===== config.mk =====
export PLATFORM = sky130hd
export DESIGN_NAME = mux4to1_arbiter
export DESIGN_NICKNAME = d
export VERILOG_FILES = /design/src/rtl/mux4to1_arbiter.sv
export SDC_FILE = /design/constraint.sdc
export NUM_CORES = 1
export LEC_CHECK = 0
export ABC_AREA = 1
export BUFFER_PORTS_ARGS = -buffer_cell sky130_fd_sc_hd__buf_4
export CELL_PAD_IN_SITES_DETAIL_PLACEMENT = 1
export CELL_PAD_IN_SITES_GLOBAL_PLACEMENT = 2
export CORE_ASPECT_RATIO = 0.8
export CORE_MARGIN = 2
export CORE_UTILIZATION = 36
export CTS_CLUSTER_SIZE = 12
export DETAILED_ROUTE_END_ITERATION = 8
export PLACE_DENSITY_LB_ADDON = 0.1
export SYNTH_ARGS = -nofsm -noshare
export SYNTH_HDL_FRONTEND = slang
export SYNTH_SLANG_ARGS = --single-unit

===== constraint.sdc =====
create_clock -name clk -period 3.2 [get_ports clk]
set_clock_uncertainty 0.15 [all_clocks]
set_input_delay 0.64 -clock clk [delete_from_list [all_inputs] [get_ports clk]]
set_output_delay 0.64 -clock clk [all_outputs]
set_load 0.01 [all_outputs]

===== src/rtl/mux4to1_arbiter.sv =====
// mux4to1_arbiter: round-robin arbiter/sequencer for the shared 4:1 mux with settle window and bounded hold.
// Optional MUX_ARB_LOCK_EN adds a lock input that suspends the hold limit while the winner keeps requesting.
module mux4to1_arbiter #(
    parameter int SETTLE_CYCLES = 2,
    parameter int MAX_HOLD      = 8
) (
    input  logic       clk,
    input  logic       reset,
`ifdef MUX_ARB_LOCK_EN
    input  logic       lock,
`endif
    input  logic [3:0] req,
    output logic [3:0] gnt,
    output logic [1:0] sel,
    output logic       valid,
    output logic       busy
);
    typedef enum logic [1:0] {IDLE, SETTLE, GRANT} state_t;
    state_t     r_state;
    logic [1:0] r_last;
    logic [1:0] r_sel;
    logic [3:0] r_gnt;
    logic [3:0] r_settle;
    logic [7:0] r_hold;
    logic       r_valid;
    logic       r_busy;
    logic [1:0] w_pick_idle;
    logic [1:0] w_pick_exit;
    logic       w_any;
    logic       w_req_win;
    logic       w_hold_max;
    logic       w_lock;
    logic       w_exit;
    // first asserted request scanning upward from last+1; last itself has lowest priority
    function automatic logic [1:0] pick(input logic [3:0] rq, input logic [1:0] last);
        logic [1:0] idx;
        pick = last;
        for (int k = 4; k >= 1; k--) begin
            idx = last + 2'(k);
            if (rq[idx]) pick = idx;
        end
    endfunction
`ifdef MUX_ARB_LOCK_EN
    assign w_lock = lock;
`else
    assign w_lock = 1'b0;
`endif
    assign w_pick_idle = pick(req, r_last);
    assign w_pick_exit = pick(req, r_sel);
    assign w_any       = |req;
    assign w_req_win   = req[r_sel];
    assign w_hold_max  = r_hold == 8'(MAX_HOLD);
    assign w_exit      = !w_req_win || (w_hold_max && !w_lock);
    assign gnt   = r_gnt;
    assign sel   = r_sel;
    assign valid = r_valid;
    assign busy  = r_busy;
    always_ff @(posedge clk or posedge reset) begin
        if (reset) begin
            r_state  <= IDLE;
            r_last   <= 2'd3;
            r_sel    <= 2'd0;
            r_gnt    <= 4'd0;
            r_settle <= 4'd0;
            r_hold   <= 8'd0;
            r_valid  <= 1'b0;
            r_busy   <= 1'b0;
        end else begin
            case (r_state)
                IDLE: begin
                    if (w_any) begin
                        r_state  <= SETTLE;
                        r_gnt    <= 4'b0001 << w_pick_idle;
                        r_sel    <= w_pick_idle;
                        r_settle <= 4'(SETTLE_CYCLES - 1);
                        r_busy   <= 1'b1;
                    end
                end
                SETTLE: begin
                    if (!w_req_win) begin
                        r_state <= IDLE;
                        r_gnt   <= 4'd0;
                        r_busy  <= 1'b0;
                    end else if (r_settle == 4'd0) begin
                        r_state <= GRANT;
                        r_valid <= 1'b1;
                        r_hold  <= 8'd1;
                    end else begin
                        r_settle <= r_settle - 4'd1;
                    end
                end
                GRANT: begin
                    if (w_exit) begin
                        r_valid <= 1'b0;
                        r_last  <= r_sel;
                        // pending requests re-arbitrate immediately without an IDLE cycle
                        if (w_any) begin
                            r_state  <= SETTLE;
                            r_gnt    <= 4'b0001 << w_pick_exit;
                            r_sel    <= w_pick_exit;
                            r_settle <= 4'(SETTLE_CYCLES - 1);
                        end else begin
                            r_state <= IDLE;
                            r_gnt   <= 4'd0;
                            r_busy  <= 1'b0;
                        end
                    end else if (!w_hold_max) begin
                        r_hold <= r_hold + 8'd1;
                    end
                end
                default: begin
                    r_state <= IDLE;
                    r_gnt   <= 4'd0;
                    r_valid <= 1'b0;
                    r_busy  <= 1'b0;
                end
            endcase
        end
    end
endmodule


# ---- After elaboration in Yosys (flattened, before gate mapping)
# Cells that the tools add are included.
dict set report op_classes {
  addsub 8
  n_lt_le_gt_ge 7
  n_eq_ne 14
  shifts 2
  mux 54
  n_bitwise 1
  reduce_logical 16
}
# cell n
set ops {}
lappend ops {{$mux 4} 8}
lappend ops {{$mux 8} 4}
lappend ops {{$mux 2} 13}
lappend ops {{$pmux 4 s3} 2}
lappend ops {{$lt 2x3->1 const B} 7}
lappend ops {{$ne 2x2->1 const B} 10}
lappend ops {{$pmux 8 s2} 1}
lappend ops {{$reduce_and 4->1} 4}
lappend ops {{$mux 1} 15}
lappend ops {{$bmux 1 s2} 7}
lappend ops {{$add 2x2->2 const B} 4}
lappend ops {{$add 8x1->8 const B} 1}
lappend ops {{$eq 8x4->1 const B} 1}
lappend ops {{$shl 1x2->4 const A} 2}
lappend ops {{$pmux 1 s3} 2}
lappend ops {{$pmux 2 s3} 1}
lappend ops {{$reduce_and 3->1} 2}
lappend ops {{$reduce_and 5->1} 1}
lappend ops {{$add 2x1->2 const B} 2}
lappend ops {{$logic_not 4->1} 1}
lappend ops {{$pmux 2 s2} 1}
lappend ops {{$reduce_bool 2->1} 2}
lappend ops {{$reduce_or 4->1} 1}
lappend ops {{$sub 4x1->4 const B} 1}
lappend ops {{9 further kinds} 9}
dict set report totals {
  regBits 24
  output_inout_bits 8
}

# ---- Longest topological paths before layout
dict set report logic_depth {
  word_depth 10
  mapped_depth 14
}

# ---- Least setup slack after synthesis
# No wires, ideal clock.
dict set report synth_timing {
  path_kind {input-to-reg}
  from {input port req[2]}
  to {register r_hold[0]}
  arrival_ns 1.525
  required_time_ns 2.921
  slack_ns 1.396
  cell_stages 11
  path_cell_list {inv_1 nand2_4 nand2_1 nand2_1 nand2_2 inv_2 nand3_4 nand2_4 buf_8 o21ai_0 o21ai_0}
}
dict set report synth_between {
  elab_chain_cells 6
  elab_cells_between_ends 7
  cone_classes {eq/ne (2); mux (2); reduce/logical (3)}
}
# element line_no
set synth_lines {}
lappend synth_lines {{start: declaration} 12} ;# input logic [3:0] req,
lappend synth_lines {{$bmux 1 s2 (*)} 51} ;# assign w_req_win = req[r_sel];
lappend synth_lines {{$mux 1 (not written as such) (*)} 51}
lappend synth_lines {{$logic_not 1->1} -}
lappend synth_lines {{$logic_or 1x1->1} 53} ;# assign w_exit = !w_req_win || (w_hold_max && !w_lock);
lappend synth_lines {{$ne 2x2->1 (no source line)} -}
lappend synth_lines {{$reduce_and 5->1 (no source line) (*)} -}
lappend synth_lines {{end signal: assignment} 108} ;# r_hold <= r_hold + 8'd1;
lappend synth_lines {{end: declaration} 24} ;# logic [7:0] r_hold;
# Every way passes the cells marked *; elsewhere a longest branch is shown, timed or not. The select of a mux whose other input is x is not followed.
# A chain may end at the register's enable or synchronous reset.

# ---- Worst setup path after layout
dict set report layout_timing {
  from {input port req[3]}
  to {register r_busy (netlist: busy)}
}
dict set report layout_between {
  elab_chain_cells 6
  elab_cells_between_ends 10
  cone_classes {eq/ne (4); mux (2); reduce/logical (4)}
}
# element line_no
set layout_lines {}
lappend layout_lines {{$bmux 1 s2} 51}
lappend layout_lines {{$mux 1 (not written as such)} 51}
lappend layout_lines {{$logic_not 1->1} -}
lappend layout_lines {{$logic_or 1x1->1} 53}
lappend layout_lines {{$ne 2x2->1 (no source line)} -}
lappend layout_lines {{$reduce_and 4->1 (no source line) (*)} -}
lappend layout_lines {{end signal: assignment} 67} ;# r_busy <= 1'b0;
lappend layout_lines {{end signal: assignment} 76} ;# r_busy <= 1'b1;
lappend layout_lines {{end signal: assignment} 83} ;# r_busy <= 1'b0;
lappend layout_lines {{end: declaration} 26} ;# logic r_busy;
# Marked as above.

==> run summary <==
Status - finished clean
Most used cell, CP - nand2_1
Hold depth - 2
CP startpoint - req[3]
Fin crit share - 0.599
FF-to-FF setup slack - 1.30 ns
P_leak - 1.06 nW
CP endpoint - busy
Nets@finish - 285
Most common cell after layout, fill and taps aside - nand2_1
Hold WC Path Type - flop to flop
Min Tclk post-route - 1.92 ns
Critical Path AT - 1.91 ns
Register bit count reported by yosys - 24
Slew headroom - 0.379
Warnings, synthesis - 0
Die H - 66.8 microns
Post-CTS sizing - 0
IO Port Bufs - 13
TNS Setup - 0 ns
Synth unique cells - 29
First-pass DRT Iterations - 4
Vias in the first global route - 1698
Critical path class - input pin to flop
Post-Synthesis Cell Area - 1770 sq um
Clock Power Share - 0.103
Routed wire length - 4350 microns
# rows - 22
FILL cells - 628
Startpoint Class - input pin
GPL Wtd Cong - 0.750
Worst hold start - gnt[1]
Register area share after synthesis - 0.340
R2R Path Start - sel[0]
# diodes - 0
FF-to-FF path depth - 9
CTS tree - yes
Hold Fails Final Rpt - 0
Hold buffer count at cts - 0
Vias - 1612
Initial DRC count - 49
Post-route cell area - 1960 sq um
Slew Limit Fails - 0
CP endpoint kind - flop
Clk buf depth - 2
Final Setup Violations - 0
RSZ-0062 raised after global routing - no
Pwr Total - 2.02 mW
Die ar. - 5510 sq um
GRT Overall Usage - 0.181
TritonCTS sink count - 24
Peak Freq - 522 MHz
DRC viols - 0
Most frequent cells in the layout - nand2_1, inv_1, dfrtp_1
Final core occ - 0.422
Crit path max fanout - 6
Cells after Synth - 260
Max_cap viols - 0
CTS clk-pin slew, worst paths - 0.09 ns
P per Cell Area - 1030 nW/um^2
WP data required - 3.20 ns
Synth-to-Final Area Change - 10.7%
First-pass GRT wire length - 7710 microns
Die W - 82.5 microns
Antenna violations before repair - 0
Starting Density - 0.381
Final ANT Viol Nets - 0
I/O Pins - 14
CP Cell Sequence - buf_4, inv_1, nand2_1, nand2_1, nand2_1, nand2_2, inv_2, nand3_4, nand3_2, o21ai_0, o21ai_0
Largest net degree at the start of global routing - 25
Placed Area - 1910 sq um
Sw frac - 0.528
Clock root cell - clkbuf_8
Delay of the slowest critical-path stage - 0.17 ns
Critical path's slowest cell - o21ai_0
Sequential power share - 0.286
Syn Area/Cell - 6.82 sq um
Cell Int Power - 0.953 mW
Post-DP HPWL - 3410 microns
Worst slew pin tran - 0.931 ns
Syn nets - 270
CTS buffer count - 3
Aggregate global routing overflow - 0
Post-CTS setup buffer count - 0
Gate power share - 0.611
Reg2reg end - busy
Clock Latency Late Sink - 0.27 ns
Per-cell routed wire length - 13.0 microns
VDD IR-drop max - 324 uV
H-tree lvl count - 1
Share of post-route cells with drive strength above 1 - 0.161
Core area - 4650 sq um
Psw - 1.06 mW
Vias per inst - 4.83
==> power by group through the flow <==
stage | registers, mW | clock network (mW) | logic (mW)
2_1_floorplan | 0.538 | 0 | 1.00
3_3_place_gp | 0.581 | 0 | 1.23
3_5_place_dp | 0.583 | 0 | 1.25
4_1_cts | 0.580 | 0.221 | 1.26
5_1_grt | 0.602 | 0.230 | 1.43
6_report | 0.577 | 0.208 | 1.23
==> cell usage after synthesis, drive strengths merged <==
library cell    n  share of area
a21oi           4          0.013
dfstp           2          0.030
o21ai          19          0.058
nand4          11          0.042
ha              4          0.028
nor2           17          0.050
nor3            2         0.0085
xor2            4          0.020
nand3          21          0.076
inv            39          0.087
nand2         111           0.25
dfrtp          22           0.31
buf             3          0.021
o211ai          1         0.0042
==> kinds of logic (layout without fill, tap and decap cells) <==
family,after synthesis,after routing,share of synthesized area
simple gates,162,162,0.429
flops,24,24,0.340
xor+xnor,4,4,0.0197
buf+inv,42,56,0.108
fa+ha+maj,4,4,0.0282
compound gates,24,24,0.0755
==> metrics by stage <==
stage	hold slack (ns)	setup WS, ns	std cells
final	0.333	1.28	334
after global routing	0.368	1.03	334
after CTS	0.342	1.26	334
after detailed placement	0.318	0.990	330
after global placement	0.314	1.02	330
after floorplan	0.309	1.40	260
==> registers in the layout, summed over array words and instances (netlist names) <==
register,count
busy,1
sel,2
valid,1
r_hold,8
r_settle,4
gnt,4
r_last,2
r_state,2
==> final cells by class <==
type / count / area [sq um] / area share
timing repair buffer: 13 / 97.6 / 0.0497
clock buffer: 4 / 55.1 / 0.0280
multi-input combinational: 194 / 980 / 0.499
sequential: 24 / 603 / 0.307
tap: 60 / 75.1 / 0.0382
inverter: 39 / 154 / 0.0783
==> worst min-delay path by stage <==
stage | to | slack (ns)
floorplan | r_settle[0] | 0.31
global placement | gnt[1] | 0.31
detailed placement | gnt[3] | 0.32
CTS | gnt[3] | 0.34
global route | gnt[2] | 0.37
finish | gnt[1] | 0.33
==> worst max-delay path: cells and delay by family <==
family,cells,cell delay (ns)
simple gates,6,0.66
buf+inv,3,0.34
compound gates,2,0.27
==> metal layers <==
metal	global-route usage	share of wire	vias to the layer above
met5	0	0	-
met4	0.0246	0.0023	0
met3	0.0325	0.021	2
met2	0.281	0.42	11
met1	0.266	0.56	751
li1	-	-	848
No activity file was read; power rests on OpenSTA's default activity.
